## src/rtl/press_pkg.sv

```systemverilog
// Shared types and constants for the press classifier and its BCD tally.
package press_pkg;

  typedef enum logic {IDLE, WAIT2} press_state_t;

  localparam int         BCD_DIGITS = 4;
  localparam logic [3:0] BCD_MAX    = 4'd9;

endpackage

```

## src/rtl/bcd_updown_counter.sv

```systemverilog
// Multi-digit BCD up/down counter with ripple carry/borrow between digits.
// Wraps 9..9 <-> 0..0 by default; define PRESS_SAT_EN to saturate at both ends.
module bcd_updown_counter
  import press_pkg::*;
(
  input  logic                    clk,
  input  logic                    res_n,
  input  logic                    inc,
  input  logic                    dec,
  output logic [4*BCD_DIGITS-1:0] out
);

  logic [4*BCD_DIGITS-1:0] count_q;
  logic [4*BCD_DIGITS-1:0] count_nxt;
  logic                    carry;
  logic                    sat_hold;

`ifdef PRESS_SAT_EN
  assign sat_hold = (inc && (count_q == {BCD_DIGITS{BCD_MAX}})) ||
                    (dec && (count_q == '0));
`else
  assign sat_hold = 1'b0;
`endif

  // carry doubles as the borrow flag when counting down
  always_comb begin
    count_nxt = count_q;
    carry     = 1'b1;
    if (!sat_hold && inc && !dec) begin
      for (int i = 0; i < BCD_DIGITS; i++) begin
        if (carry) begin
          if (count_q[4*i +: 4] >= BCD_MAX) begin
            count_nxt[4*i +: 4] = 4'd0;
          end else begin
            count_nxt[4*i +: 4] = count_q[4*i +: 4] + 4'd1;
            carry               = 1'b0;
          end
        end
      end
    end else if (!sat_hold && dec && !inc) begin
      for (int i = 0; i < BCD_DIGITS; i++) begin
        if (carry) begin
          if (count_q[4*i +: 4] == 4'd0) begin
            count_nxt[4*i +: 4] = BCD_MAX;
          end else begin
            count_nxt[4*i +: 4] = count_q[4*i +: 4] - 4'd1;
            carry               = 1'b0;
          end
        end
      end
    end
  end

  always_ff @(posedge clk or negedge res_n) begin
    if (!res_n) begin
      count_q <= '0;
    end else begin
      count_q <= count_nxt;
    end
  end

  assign out = count_q;

endmodule

```

## src/rtl/press_classifier.sv

```systemverilog
// Classifies debounced button presses as single or double within DBL_WINDOW cycles
// and keeps a BCD tally (+1 single, -1 double). PRESS_SAT_EN makes the tally saturate.
module press_classifier
  import press_pkg::*;
#(
  parameter int DBL_WINDOW = 25_000_000,
  parameter int TMR_W      = $clog2(DBL_WINDOW)
) (
  input  logic                    clk,
  input  logic                    res_n,
  input  logic                    btn_pulse,
  output logic                    single_o,
  output logic                    double_o,
  output logic                    busy_o,
  output logic [4*BCD_DIGITS-1:0] count_bcd
);

  localparam logic [TMR_W-1:0] TMR_LAST = TMR_W'(DBL_WINDOW - 1);

  press_state_t     state, state_nxt;
  logic [TMR_W-1:0] timer, timer_nxt;
  logic             btn_d;
  logic             primed;
  logic             press;
  logic             single_nxt;
  logic             double_nxt;

  // primed blocks the first cycle after reset so a button already held
  // at release is absorbed into btn_d instead of counting as a press
  always_ff @(posedge clk or negedge res_n) begin
    if (!res_n) begin
      btn_d  <= 1'b0;
      primed <= 1'b0;
    end else begin
      btn_d  <= btn_pulse;
      primed <= 1'b1;
    end
  end

  assign press = btn_pulse & ~btn_d & primed;

  always_ff @(posedge clk or negedge res_n) begin
    if (!res_n) begin
      state    <= IDLE;
      timer    <= '0;
      single_o <= 1'b0;
      double_o <= 1'b0;
    end else begin
      state    <= state_nxt;
      timer    <= timer_nxt;
      single_o <= single_nxt;
      double_o <= double_nxt;
    end
  end

  always_comb begin
    state_nxt  = state;
    timer_nxt  = timer;
    single_nxt = 1'b0;
    double_nxt = 1'b0;
    case (state)
      IDLE: begin
        if (press) begin
          state_nxt = WAIT2;
          timer_nxt = '0;
        end
      end
      WAIT2: begin
        if (press) begin
          state_nxt  = IDLE;
          timer_nxt  = '0;
          double_nxt = 1'b1;
        end else if (timer == TMR_LAST) begin
          state_nxt  = IDLE;
          timer_nxt  = '0;
          single_nxt = 1'b1;
        end else begin
          timer_nxt = timer + TMR_W'(1);
        end
      end
    endcase
  end

  assign busy_o = (state == WAIT2);

  bcd_updown_counter u_counter (
    .clk   (clk),
    .res_n (res_n),
    .inc   (single_o),
    .dec   (double_o),
    .out   (count_bcd)
  );

endmodule

```

## config.mk

```make
export PLATFORM = sky130hd
export DESIGN_NAME = press_classifier
export DESIGN_NICKNAME = d
export VERILOG_FILES = /design/src/rtl/press_pkg.sv /design/src/rtl/bcd_updown_counter.sv /design/src/rtl/press_classifier.sv
export SDC_FILE = /design/constraint.sdc
export NUM_CORES = 1
export LEC_CHECK = 0
export BUFFER_PORTS_ARGS = -buffer_cell sky130_fd_sc_hd__buf_2
export CAP_MARGIN = 15
export CORE_MARGIN = 10
export CORE_UTILIZATION = 63
export CTS_BUF_LIST = sky130_fd_sc_hd__clkbuf_4 sky130_fd_sc_hd__clkbuf_8
export CTS_CLUSTER_SIZE = 16
export DETAILED_ROUTE_END_ITERATION = 16
export GPL_ROUTABILITY_DRIVEN = 0
export HOLD_SLACK_MARGIN = 0.12
export MAX_ROUTING_LAYER = met4
export PLACE_DENSITY = 0.86
export SYNTH_ARGS = -nofsm -noshare
export SYNTH_HDL_FRONTEND = slang
export SYNTH_SLANG_ARGS = --single-unit
```

## constraint.sdc

```tcl
create_clock -name clk -period 2.35 [get_ports clk]
set_input_delay 0.1175 -clock clk [delete_from_list [all_inputs] [get_ports clk]]
set_output_delay 0.1175 -clock clk [all_outputs]
set_load 0.01 [all_outputs]
```

Yosys cells after proc, flatten, opt, wreduce, memory -nomap -nowiden
Cells that the tools add are included.
Operators by class
  muxes and demuxes: 47
  add/subtract/negate cells: 9
  reduce and logical (&&, ||, !) cells: 15
  bitwise logic cells: 4
  $lt $le $gt $ge: 4
  eq/ne operators: 5
Operators with widths (count)
  25-bit 2-to-1 mux: 3
  4-bit 2-to-1 mux: 14
  25-bit one-hot mux with 2 select lines: 1
  16-bit 2-to-1 mux: 2
  1-bit 2-to-1 mux: 26
  25-bit by 1-bit adder with 25-bit output (second input constant): 1
  25-bit equality test (second input constant): 1
  4-bit by 1-bit adder with 4-bit output (second input constant): 4
  4-bit >= comparator (second input constant): 4
  4-bit logical NOT: 4
  4-bit by 1-bit subtractor with 4-bit output (second input constant): 4
  3-bit AND reduction: 3
  2-bit inequality test (second input constant): 4
  2-bit nonzero test: 4
  1-bit AND: 2
  1-bit logical AND: 2
  1-bit logical NOT: 2
  1-bit inverter: 2
  1-bit one-hot mux with 2 select lines: 1
Storage, ports and cells
  output and inout port bits: 19
  register bits: 46
  word-level logic and storage cells: 94
  bits of input ports: 3

Logic depth before layout (Yosys ltp)
Gate-level depths: netlist (run 1).
  depth after elaboration: 13
  depth in mapped cells: 9

By module
From an unflattened synthesis (run 1), not the netlist that was laid out.
Unflattened totals
  cell total of the unflattened synthesis: 363
  area, all modules: 3135.5 µm²
By module, submodules not included
  press_classifier: area each 1692.9 µm², instances 1, cells an instance 189, seq. area each 750.7 µm²
  bcd_updown_counter: area each 1442.6 µm², instances 1, cells an instance 174, seq. area each 400.4 µm²

Worst setup path after synthesis (run 1)
OpenSTA, ideal clock, no wires.
  kind: register to register
  start point: register u_counter.count_q[0], in the netlist u_counter.out[0]
  end point: register u_counter.count_q[9], in the netlist u_counter.out[9]
  path buffers: 0
  arrival: 1.965 ns
  setup slack: 0.254 ns
  setup time: 0.131 ns
  data required time: 2.219 ns
  stages on the path, launching flop included: 8
  path through: dfrtp_1 -> inv_1 -> ha_1 -> or3b_4 -> o32ai_4 -> o21ai_2 -> a311oi_1 -> a21oi_1
On the way
  word-level cells in the longest chain between the ends: 9
  elaborated cells on any way between the ends: 15
Ends and longest elaborated chain
  start: declaration: RTL line bcd_updown_counter.sv:13  | logic [4*BCD_DIGITS-1:0] count_q;
  start signal: assignment: RTL line bcd_updown_counter.sv:58  | count_q <= count_nxt;
  parallel branches: the longest is 8 deep, another holds 4-bit >= comparator
  3-bit AND reduction (no line) *
Mark *: on every way between the ends. The select of a mux whose other input is x is not followed.
A chain may end at the register's enable or synchronous reset.

Final worst setup path (run 1)
  start point: register u_counter.count_q[1], in the netlist u_counter.out[1]
  end point: register u_counter.count_q[9], in the netlist u_counter.out[9]
Same word-level chain as after synthesis.

==> results of run 1 <==
[repair_timing]
| item | in CTS | in global routing |
|---|---|---|
| gates resized for setup | 0 | 1 |
| hold buffers | 2 | 0 |
| setup endpoints to repair | 0 | 6 |
| endpoints found under the hold margin | 47 | 0 |
| buffers inserted | 0 | 2 |
[cells in the mapped netlist (all sizes together) (3+ instances only)]
| cell type | instances |
|---|---|
| a21oi | 17 |
| nand2 | 20 |
| a31oi | 8 |
| nor3 | 13 |
| nand2b | 3 |
| nand3 | 12 |
| ha | 16 |
| nand4 | 13 |
| a22o | 3 |
| xnor2 | 5 |
| a211oi | 4 |
| clkbuf | 8 |
| a31o | 3 |
| buf | 5 |
| dfrtp | 46 |
| and4 | 4 |
| nor2 | 40 |
| and3 | 7 |
| or3 | 5 |
| o21ai | 22 |
| nor3b | 5 |
| o31ai | 6 |
| o21a | 3 |
| xor2 | 12 |
| inv | 22 |
| nor2b | 3 |
| a311oi | 4 |
[worst max path at each step]
stage                        endpoint  slack (ns)
global placement     u_counter.out[9]        0.22
global route         u_counter.out[9]      -0.009
floorplan            u_counter.out[9]        0.25
CTS                 u_counter.out[15]        0.10
finish               u_counter.out[9]        0.12
detailed placement  u_counter.out[15]        0.11
[kinds of logic after synthesis]
family	after synthesis	synth area share
AO/OA/AOI/OAI	85	0.206
XOR/XNOR	17	0.0492
adder cells (fa/ha/maj)	16	0.0662
buffers and inverters	35	0.0480
flip-flops	46	0.381
other	1	0.00124
AND/OR/NAND/NOR	137	0.249
[worst register-to-register path, cell delays in order, from the launching register on]
cell	delay, ns
sky130_fd_sc_hd__dfrtp_1	0.42
sky130_fd_sc_hd__inv_1	0.14
sky130_fd_sc_hd__ha_2	0.26
sky130_fd_sc_hd__or3b_4	0.42
sky130_fd_sc_hd__o32ai_4	0.35
sky130_fd_sc_hd__o21ai_2	0.19
sky130_fd_sc_hd__a311oi_1	0.27
sky130_fd_sc_hd__a21oi_1	0.06
[registers in the layout (all words and copies together), names as in the netlist]
register	flops
timer	25
u_counter.out	16
btn_d	1
busy_o	1
double_o	1
primed	1
single_o	1
[metrics by stage]
stage               TNS (ns)  worst slack (ns)  total power (W)  cells   util
global route        -0.00911          -0.00911          0.00306    425  0.723
global placement           0             0.219          0.00220    413  0.690
detailed placement         0             0.115          0.00223    413  0.690
CTS                        0             0.105          0.00285    423  0.719
floorplan                  0             0.254          0.00187    337      -
finish                     0             0.119          0.00285    425  0.723
[routing by layer]
metal / global-route usage / share of wire / vias up
li1: - / - / 1296
met1: 0.220 / 0.45 / 1270
met2: 0.308 / 0.49 / 66
met3: 0.0292 / 0.049 / 10
met4: 0.0592 / 0.014 / 0
met5: - / 0 / -
[area by class of cell]
type                    count  share of cell area
clock buffers               6              0.0225
clock inverters             2              0.0111
inverters                  22              0.0244
multi-input cells         256               0.510
flip-flops and latches     46               0.339
well taps                  54              0.0199
repair buffers             39              0.0723
[placed cells by master, fill, tap and decap left out, types with 4 or more instances in the layout]
cell,n
sky130_fd_sc_hd__buf_4,16
sky130_fd_sc_hd__nand3_1,11
sky130_fd_sc_hd__xnor2_1,5
sky130_fd_sc_hd__and4_1,4
sky130_fd_sc_hd__o21ai_0,17
sky130_fd_sc_hd__clkbuf_8,5
sky130_fd_sc_hd__a311oi_1,4
sky130_fd_sc_hd__inv_1,22
sky130_fd_sc_hd__dfrtp_1,46
sky130_fd_sc_hd__nand2_1,20
sky130_fd_sc_hd__a21oi_1,17
sky130_fd_sc_hd__nand4_1,13
sky130_fd_sc_hd__and3_1,6
sky130_fd_sc_hd__ha_1,15
sky130_fd_sc_hd__xor2_1,12
sky130_fd_sc_hd__nor3_1,12
sky130_fd_sc_hd__a31oi_1,8
sky130_fd_sc_hd__buf_2,21
sky130_fd_sc_hd__or3_1,4
sky130_fd_sc_hd__nor2_1,40
sky130_fd_sc_hd__nor3b_1,4
sky130_fd_sc_hd__o31ai_1,6
[power breakdown]
part | internal [W] | switching [W] | total, W
Combinational | 0.000488 | 0.000665 | 0.00115
Sequential | 0.000911 | 0.000187 | 0.00110
Clock | 0.000329 | 0.000269 | 0.000598
==> results by stage, run 1 <==
Run:
- Across the run, the number of max-cap violations was 0.

Setup path:
- The largest fanout on the critical path is 7.
- In this run the critical register-to-register path is captured at u_counter.out[9].
- The depth of the worst register-to-register path is 7.
- Traced cell by cell, the critical path runs through inv_1 -> ha_2 -> or3b_4 -> o32ai_4 -> o21ai_2 -> a311oi_1 -> a21oi_1.
- The category of the worst setup path launch point is a register.
- In this design, the stage delay of the slowest critical-path cell is 0.42 ns.
- The type of the setup path with the least slack is reg -> reg.
- Across all register-to-register paths, the minimum setup slack is around 0.12 ns.
- The critical path runs through a total of 7 cells.
- The buffers plus inverters on the worst setup path is 1.
- The highest-delay cell along the critical path is sky130_fd_sc_hd__dfrtp_1.
- At the worst endpoint, the arrival time is 2.41 ns.
- The required time at the worst-slack endpoint is 2.53 ns.
- Grouping stages by cell kind, the critical path spends the most delay in compound AO/OA/AOI/OAI gates.
- The kind of capture point of the worst setup path is a register.
- The startpoint of the worst-slack reg-to-reg timing path is u_counter.out[1].
- The launching instance or port of the critical path is u_counter.out[1].

Clock network:
- The number of buffers created by CTS is 5.
- The TritonCTS clock tree is built.
- The H-tree depth reported by CTS is 2.
- The later pin in the worst-skew pair is clocked with a latency of 0.30 ns.
- The maximum root-to-sink buffer count is 2.
- After clock tree synthesis, the clock-pin slew on the worst setup and hold paths is ~0.090 ns.
- The count of clock tree sinks is 46.
- CTS placed an instance of sky130_fd_sc_hd__clkbuf_8 at the clock tree root.

Timing:
- The final-report hold violation count was 0.
- Of the available clock period, the critical path in the final layout requires 0.949.
- Final hold analysis gives a worst-case slack of 0.496 ns.
- Headroom to the max-slew limit came out at 0.325.
- The final max-slew violation count is 0.
- Static timing analysis puts the maximum clock frequency at about 450 MHz.
- The final-report setup violation count is 0.
- Counting I/O delays and the setup requirement, the final critical path takes around 2.2 ns.
- Setup repair after global routing could not meet its margin everywhere.
- The actual transition at the worst max-transition pin is 1.01 ns.
- The setup clock skew after layout is 0.00759 ns.

Worst hold path:
- The worst min-delay path category is in -> reg.
- The worst hold path was traced through 2 stages.
- The startpoint identified for the worst hold timing path is btn_pulse.
- The terminating pin of the worst hold path is btn_d.

Detailed routing:
- In this run the remaining antenna-violating nets after routing total 0.
- The final routed wirelength across all metal layers is slightly below 7 mm.
- The wire length per cell after detailed routing is 15.9 um.
- In the routed layout, each cell is associated on average with a via count of 6.22.
- The number of design rule violations left after detail routing is 0.
- The number of DRC markers after the initial detailed-route iteration is 209.
- The routed layout has 2,642 vias.
- The number of iterations in the first detailed-routing pass is 4.

Synth:
- The synthesized design contains 0 enable-type register cells.
- The share of synthesized area in the top cell type comes to 0.381.
- Yosys attributes the largest share of cell area to sky130_fd_sc_hd__dfrtp_1, sky130_fd_sc_hd__ha_1, sky130_fd_sc_hd__nor2_1.
- The post-synthesis area per instance is 8.97 um^2.
- The synthesized netlist occupies a cell area of just over 0.003 mm^2.
- For this run, the leading register cell type out of synthesis is sky130_fd_sc_hd__dfrtp_1.
- The total nets after synthesis is 356.
- The post-synthesis instance total is 337.
- The cell type with the highest aggregate area in the netlist is sky130_fd_sc_hd__dfrtp_1.
- The share of the Yosys chip area taken by registers is 0.381.
- Counting flops with an async set or reset pin after synthesis yields a share of 1.00.
- The count of cell types in the netlist is 64.
- The number of warnings issued by yosys is 0.
- Synthesis inferred 46 register bits.

Die:
- The core region is 0.00469 mm^2.
- The area of the die is 0.00797 mm^2.
- The die is 89.3 um tall.
- The initialized floorplan defines 25 standard-cell rows.
- The number of placed I/O pins is 22.
- The horizontal extent of the die is between 80 and 90 um.
- The starting density of the core is 0.645.

Final layout:
- The layout overhead on the synthesized area is 12.1%.
- The area of combinational cells with multiple inputs is 0.00173 mm^2.
- The ratio of cells with drive above 1 in the final layout is 0.173.
- Fill cells in the final layout number around 350.
- The post-route standard cell area excluding fillers is around 0.0034 mm^2.
- The number of nets in the layout is 389.
- The area used by sequential logic in the layout is 0.00115 mm^2.
- The final antenna diode count is 0.

Pwr:
- The reported leakage power is 1.54 nW.
- Across the VDD grid, the largest voltage drop is 494 uV.
- Dividing total power by cell area gives a power density of ~840 mW/mm^2.

Global routing:
- Across every metal layer, demand over resource in global routing totals 0.183.
- Entering global routing, the biggest net connects 47 pins.
- The total overflow reported by the global router is 0.
- The wire length of the first global-routing pass is 11.4 mm.
- The number of antenna violations at the first check in global routing is 0.
- The number of global-route vias before repair is 2,487.

Placed design:
- The post-placement cell area is roughly 0.0032 mm^2.
- The number of buffers inserted by port buffering is 21.
- The placed wire-length estimate after detailed placement is 4.76 mm.

Outcome:
- The run finished with clean final reports.
(Power assumes the default switching activity.)
==> inputs of run 2 (changes only) <==
Settings changed: CAP_MARGIN 15 to 25, CORE_UTILIZATION 63 to 57, PLACE_DENSITY 0.86 to 0.82.
Clock period 2.35 ns to 2 ns, I/O delays scaled along.
==> run 2 against run 1 <==
The run now ends with negative setup slack left; combinational power rose by 61%; die area grew 8.1%; critical path depth stayed put; critical endpoint is now u_counter.out[7]; largest cell class unchanged.
==> results by stage, run 2 (same netlist as run 1, synthesis figures left out) <==
Outcome:
- The run finished, with violations left.
- The final reports fail on negative setup slack.

Final layout:
- The ratio of cells with drive above 1 in the final layout is 0.280 (+0.108).
- The final antenna diode count is 0 (unchanged).
- Leaving out fill and tap cells, the most frequent cell in the layout is sky130_fd_sc_hd__buf_4.
- The flip-flop count of the largest register, all copies and words added is 25 (unchanged).
- The post-route core utilization was 0.723 (+0.000799).
- From synthesis to final layout, the design area changed by 23.0%.
- The register with the most flip-flops is timer.
- The post-route standard cell area excluding fillers is 0.00372 mm^2 (+9.7%).
- The top cell types in the final layout, fill and taps aside, are sky130_fd_sc_hd__buf_4, sky130_fd_sc_hd__dfrtp_1, sky130_fd_sc_hd__nor2_1.
- The number of nets in the layout came to 421 (+8.2%).

Pwr:
- The reported leakage power is 1.71 nW (+11%).
- The total power per unit cell area is 988 mW/mm^2 (+18%).
- The relative contribution of the clock network to total power came to 0.160 (-0.050).
- The switching fraction of total power came to 0.409 (+0.0150).
- The maximum VDD drop is 627 uV (+27%).
- The part of the power in registers came to 0.336 (-0.049).
- The net switching power figure is 0.00150 W (+34%).
- The logic gate share of total power is 0.504 (+0.099).
- The internal power is 0.00217 W (+26%).

Setup path:
- Among all stages on the critical path, the largest delay is contributed by sky130_fd_sc_hd__dfrtp_2.
- The arrival time at the worst endpoint came to 2.19 ns (-0.22 ns).
- The depth of the worst register-to-register path is 7 (unchanged).
- Walking the worst path, the cells encountered are inv_4 -> ha_4 -> nor3b_4 -> o32a_1 -> nor3_2 -> a31o_2 -> a221o_1.
- The setup path with the least slack is of type reg -> reg.
- The worst register-to-register path begins at u_counter.out[1].
- The largest fanout on the critical path was 6 (-1).
- The largest incremental delay on the critical path is 0.44 ns (+0.02 ns).
- The worst reg-to-reg setup slack is -0.002 ns (-0.12 ns).
- The endpoint identified for the worst register-to-register timing path is u_counter.out[7].
- The kind of capture point of the worst setup path is a register.
- The worst setup path is launched from a register.
- The required time at the worst-slack endpoint came to 2.19 ns (-0.34 ns).

Placed design:
- The post-placement cell area is 0.00347 mm^2 (+7.1%).
- The number of buffers inserted by port buffering is 21 (unchanged).
- The placed wire-length estimate after detailed placement came to 5.45 mm (+14%).
- The post-place setup slack came to -0.00874 ns (-0.124 ns).

Timing:
- The final-report hold violation count was 0 (unchanged).
- The worst hold slack after final layout was 0.232 ns (-0.264 ns).
- The peak clock frequency supported by timing was 500 MHz (+11%).
- The post-route setup TNS is -0.00183 ns (-0.00183 ns).
- The setup slack of the critical path after layout is -0.00183 ns (-0.121 ns).
- Setup repair after global routing could not meet its margin everywhere.
- The setup clock skew after layout was 0.0131 ns (+0.00547 ns).
- The final critical delay including setup and external delays is 2.00 ns (-0.229 ns).
- The final-report setup violation count is 1 (+1).
- The final max-slew violation count is 0 (unchanged).
- The period utilization is 1.00 (+0.0517).

Die:
- The area inside the core boundary is 0.00514 mm^2 (+9.5%).
- The die extent in y came to 92.8 um (+4.0%).
- The starting density of the core is 0.588 (-0.0562).
- The area of the die is 0.00862 mm^2 (+8.1%).
- The number of placed I/O pins is 22 (unchanged).
- The horizontal extent of the die is 92.8 um (+4.0%).
- The number of placement rows is 26 (+4.0%).

Global routing:
- The overall routing resource usage was 0.181 (-0.00200).
- The number of antenna violations at the first check in global routing is 0 (unchanged).
- The total overflow reported by the global router was 0 (unchanged).
- The number of global-route vias before repair was 2,698 (+8.5%).
- The largest net degree at the start of global routing is 21 (-55%).
- The wire length of the first global-routing pass came to 12.7 mm (+11%).

Run:
- The max-capacitance violation count is 0 (unchanged).

Clock network:
- The cell chosen for the clock root is sky130_fd_sc_hd__clkbuf_8.
- The later-pin clock latency in the skew report is 0.31 ns (about the same).
- The H-tree depth reported by CTS was 2 (unchanged).
- The count of clock tree sinks is 46 (unchanged).
- The CTS clock-pin slew for the worst setup and hold paths came to 0.10 ns (about the same).
- The maximum root-to-sink buffer count came to 2 (unchanged).
- TritonCTS built the clock tree.
- The number of buffers created by CTS is 5 (unchanged).

Detailed routing:
- The count of nets left with antenna violations after detail routing is 0 (unchanged).
- The mean number of vias per cell is 6.14 (-1.3%).
- The final routed wirelength across all metal layers is 7.77 mm (+15%).
- The total number of vias came to 2,903 (+9.9%).
- The wire length per cell after detailed routing is 16.4 um (+3.3%).
- The number of DRC markers after the initial detailed-route iteration came to 180 (-14%).
- The number of design rule violations left after detail routing came to 0 (unchanged).
- The number of iterations in the first detailed-routing pass is 5 (+1).

Worst hold path:
- The worst hold path belongs to the class in -> async.
run 2: changes by cell type in the layout (fill, tap and decap cells not counted), moves of 2 or more:
cell                      before  now
sky130_fd_sc_hd__buf_4        16   46
sky130_fd_sc_hd__dfrtp_1      46   43
sky130_fd_sc_hd__dfrtp_2       0    3
sky130_fd_sc_hd__ha_1         15   12
sky130_fd_sc_hd__inv_1        22   19
sky130_fd_sc_hd__and3_1        6    4
sky130_fd_sc_hd__and3_4        0    2
sky130_fd_sc_hd__buf_6         0    2
sky130_fd_sc_hd__ha_2          1    3
sky130_fd_sc_hd__inv_2         0    2
sky130_fd_sc_hd__nor3b_1       4    2
sky130_fd_sc_hd__o21ai_0      17   15
run 2: layer usage:
metal | track usage | part of all wire
met1 | 0.219 | 0.42
met2 | 0.303 | 0.51
met3 | 0.0395 | 0.063
met4 | 0.0398 | 0.0090
met5 | - | 0
run 2: what timing repair did:
item	CTS	global route
hold buffers	2	0
setup buffers	2	6
hold endpoints to repair	43	0
gates resized for setup	1	19
pin swaps	2	6
setup endpoints to repair	2	12
run 2: final cells by class:
class / count / area, um^2
Clock buffer: 5 / 68.8
Multi-Input combinational cell: 256 / 1810
Clock inverter: 3 / 21.3
Sequential cell: 46 / 1150
Timing Repair Buffer: 71 / 493
Tap cell: 70 / 87.6
Fill cell: 394 / 1420
Inverter: 22 / 85.1
run 2: worst max path at each step:
stage / start / endpoint / slack [ns] / depth (start not counted)
6_report: u_counter.out[1] / u_counter.out[7] / -0.002 / 7
4_1_cts: u_counter.out[1] / u_counter.out[9] / -0.002 / 7
5_1_grt: u_counter.out[1] / u_counter.out[7] / -0.05 / 7
3_5_place_dp: u_counter.out[9] / u_counter.out[15] / -0.009 / 8
2_1_floorplan: u_counter.out[0] / u_counter.out[8] / 0.005 / 6
3_3_place_gp: u_counter.out[9] / u_counter.out[15] / 0.07 / 8
run 2: critical path: cells and delay by family, from the launching register on:
| family | cells | cell delay (ns) |
|---|---|---|
| AO/OA/AOI/OAI | 3 | 0.84 |
| flip-flops | 1 | 0.44 |
| AND/OR/NAND/NOR | 2 | 0.38 |
| adder cells (fa/ha/maj) | 1 | 0.14 |
| buffers and inverters | 1 | 0.08 |
run 2: power groups by stage:
stage | Sequential, W | Clock [W] | Combinational, W
global placement | 0.00123 | 0 | 0.00162
global route | 0.00126 | 0.000638 | 0.00202
CTS | 0.00122 | 0.000594 | 0.00172
finish | 0.00124 | 0.000588 | 0.00185
floorplan | 0.00132 | 0 | 0.000909
detailed placement | 0.00124 | 0 | 0.00169
run 2: per-stage QoR:
step	total power (W)	instances
finish	0.00368	473
global route	0.00391	473
CTS	0.00354	467
detailed placement	0.00293	455
global placement	0.00284	455
floorplan	0.00223	337
==> inputs of run 3 (changes only) <==
Settings changed: CORE_MARGIN 10 to not set, GPL_TIMING_DRIVEN set to 0.
==> run 3 against run 2 <==
Die area shrank 35%; via count grew 0.52%; utilization grew 0.78 points; clock power grew 24%; flip-flop and latch count is the same; cell count shrank 2.3%; the run still ends with negative setup slack left; wire length grew 4.0%; register-to-register slack lost 0.06 ns; highest routed layer unchanged; critical path depth shrank 1; hold slack lost 0.094 ns; global-route usage grew 11 points; critical path type unchanged.
==> results by stage, run 3 (same netlist as run 1, synthesis figures left out) <==
Outcome:
- The run finished, with violations left.
- The final reports fail on negative setup slack.

Die:
- The area of the die is 0.00560 mm^2 (-35%).
- The number of placed I/O pins is 22 (unchanged).
- The horizontal extent of the die is 74.8 um (-19%).
- The starting density of the core came to 0.592 (+0.00375).
- The number of placement rows came to 26 (unchanged).
- The die extent in y came to 74.8 um (-19%).
- The area inside the core boundary is 0.00511 mm^2 (-0.63%).

Detailed routing:
- The final routed wirelength across all metal layers is 8.08 mm (+4.0%).
- The total number of vias is 2,918 (+0.52%).
- The count of nets left with antenna violations after detail routing is 0 (unchanged).
- The number of iterations in the first detailed-routing pass was 5 (unchanged).
- The number of design rule violations left after detail routing is 0 (unchanged).
- The mean number of vias per cell was 6.32 (+2.9%).
- The number of DRC markers after the initial detailed-route iteration was 219 (+22%).
- The wire length per cell after detailed routing came to 17.5 um (+6.5%).

Pwr:
- The reported leakage power is 1.67 nW (-2.5%).
- The total power per unit cell area was 1040 mW/mm^2 (+5.6%).
- The maximum VDD drop is 635 uV (+1.2%).

Clock network:
- TritonCTS built the clock tree.
- The number of buffers created by CTS is 5 (unchanged).
- The H-tree depth reported by CTS is 2 (unchanged).
- The later-pin clock latency in the skew report is 0.30 ns (about the same).
- The cell chosen for the clock root is sky130_fd_sc_hd__clkbuf_8.
- The CTS clock-pin slew for the worst setup and hold paths is 0.09 ns (about the same).
- The maximum root-to-sink buffer count came to 2 (unchanged).
- The count of clock tree sinks was 46 (unchanged).

Final layout:
- The filler cell count is 352 (-11%).
- In the layout the commonest cells are sky130_fd_sc_hd__dfrtp_1, sky130_fd_sc_hd__nor2_1, sky130_fd_sc_hd__buf_2.
- The commonest non-fill, non-tap cell in the layout is sky130_fd_sc_hd__dfrtp_1.
- The post-route core utilization is 0.731 (+0.00779).
- The number of nets in the layout came to 411 (-2.4%).
- The ratio of cells with drive above 1 in the final layout was 0.265 (-0.0151).
- The flip-flop count of the largest register, all copies and words added is 25 (unchanged).
- The number of standard cells in the final layout excluding fillers is 462 (-2.3%).
- The final antenna diode count is 0 (unchanged).
- The register with the most flip-flops is timer.
- The layout overhead on the synthesized area is 23.5%.

Timing:
- The peak clock frequency supported by timing is 486 MHz (-2.8%).
- The setup slack of the critical path after layout is -0.0589 ns (-0.0571 ns).
- In this run the tightest slew margin relative to its limit is 0.584.
- The final critical delay including setup and external delays is 2.06 ns (+0.0571 ns).
- The worst hold slack after final layout is 0.138 ns (-0.0940 ns).
- The final max-slew violation count is 0 (unchanged).
- Setup repair after global routing could not meet its margin everywhere.
- The final-report setup violation count is 6 (+5).
- The actual transition at the worst max-transition pin is 0.621 ns.
- The setup clock skew after layout is 0.00621 ns (-0.00686 ns).
- The final-report hold violation count is 0 (unchanged).
- The period utilization is 1.03 (+0.0285).

Global routing:
- The number of global-route vias before repair was 2,616 (-3.0%).
- The total overflow reported by the global router is 0 (unchanged).
- The overall routing resource usage was 0.289 (+0.107).
- The number of antenna violations at the first check in global routing is 0 (unchanged).
- The largest net degree at the start of global routing was 47 (+120%).
- The wire length of the first global-routing pass was 12.0 mm (-5.9%).

Setup path:
- The slowest stage of the critical path is the sky130_fd_sc_hd__dfrtp_2 cell.
- The cell family with the largest share of critical-path delay is compound AO/OA/AOI/OAI gates.
- The endpoint identified for the worst register-to-register timing path is u_counter.out[7].
- The kind of capture point of the worst setup path is a register.
- The worst reg-to-reg setup slack is -0.06 ns (-0.06 ns).
- The category of the worst setup path launch point is a register.
- The arrival time at the worst endpoint is 2.25 ns (+0.06 ns).
- The buffers plus inverters on the worst setup path is 0 (-1).
- The depth of the worst register-to-register path was 6 (-1).
- The type of the setup path with the least slack is reg -> reg.
- The required time at the worst-slack endpoint is 2.19 ns (about the same).
- Traced cell by cell, the critical path runs through ha_2 -> nor3b_4 -> o32a_1 -> nor3_2 -> a31o_2 -> a221o_1.
- The largest fanout on the critical path is 5 (-1).
- The worst register-to-register path begins at u_counter.out[0].
- The largest incremental delay on the critical path was 0.45 ns (about the same).

Placed design:
- The placed wire-length estimate after detailed placement is 4.81 mm (-12%).
- The instance count after placement with tap cells included came to 428 (-5.9%).
- The number of buffers inserted by port buffering is 21 (unchanged).

Run:
- The max-capacitance violation count was 0 (unchanged).

Worst hold path:
- The worst min-delay path category is in -> async.
## run 3: changes by cell type in the layout (fill, tap and decap cells not counted), sizes merged
cell and change:
bufinv +1, buf -16, clkinv -2, clkbuf +7, inv -1
## run 3: final cells by class
cell class,instances,area [um^2],area share
clock inverters,1,30.0,0.00804
repair buffers,48,333,0.0891
plain buffers,13,76.3,0.0204
inverters,22,91.3,0.0245
clock buffers,6,82.6,0.0221
flip-flops and latches,46,1160,0.310
well taps,70,87.6,0.0235
multi-input cells,256,1880,0.502
## run 3: per-layer routing
metal  track usage  up-vias  share of wire
li1              -     1338              -
met1         0.348     1422           0.40
met2         0.491      131           0.52
met3        0.0482       27          0.052
met4        0.0964        0          0.029
met5             -        -              0
## run 3: worst max path at each step
| stage | from | slack [ns] | to | cells after the start |
|---|---|---|---|---|
| 3_5_place_dp | u_counter.out[8] | -0.25 | u_counter.out[15] | 7 |
| 2_1_floorplan | u_counter.out[0] | 0.005 | u_counter.out[8] | 6 |
| 4_1_cts | u_counter.out[4] | 0.0003 | u_counter.out[15] | 8 |
| 6_report | u_counter.out[0] | -0.06 | u_counter.out[7] | 6 |
| 3_3_place_gp | u_counter.out[4] | -0.22 | u_counter.out[15] | 7 |
| 5_1_grt | double_o | -0.16 | u_counter.out[7] | 8 |
## run 3: timing repair
| item | 4_1_cts | 5_1_grt |
|---|---|---|
| hold buffers | 2 | 0 |
| endpoints found under the hold margin | 47 | 0 |
| pin swaps | 7 | 9 |
| setup endpoints to repair | 16 | 29 |
| cloned | 0 | 0 |
| setup buffers | 13 | 11 |
| resized for setup | 15 | 30 |
## run 3: where the power goes
| part | switching (W) | internal (W) |
|---|---|---|
| Combinational | 0.00102 | 0.000841 |
| Sequential | 0.000222 | 0.00108 |
| Clock | 0.000329 | 0.000400 |
| Total | 0.00158 | 0.00232 |
## run 3: worst register-to-register path, cell delays in order (launching register included)
cell                      delay, ns
sky130_fd_sc_hd__dfrtp_2       0.45
sky130_fd_sc_hd__ha_2          0.22
sky130_fd_sc_hd__nor3b_4       0.33
sky130_fd_sc_hd__o32a_1        0.34
sky130_fd_sc_hd__nor3_2        0.08
sky130_fd_sc_hd__a31o_2        0.24
sky130_fd_sc_hd__a221o_1       0.29
## run 3: per-stage QoR
| step | worst slack, ns | area (um^2) | TNS (ns) | total power (W) |
|---|---|---|---|---|
| after floorplan | 0.00530 | 3040 | 0 | 0.00223 |
| after global placement | -0.219 | 3230 | -1.81 | 0.00254 |
| after detailed placement | -0.255 | 3230 | -2.43 | 0.00261 |
| after CTS | 0.000324 | 3510 | 0 | 0.00355 |
| after global routing | -0.159 | 3730 | -1.00 | 0.00412 |
| final | -0.0589 | 3730 | -0.171 | 0.00390 |
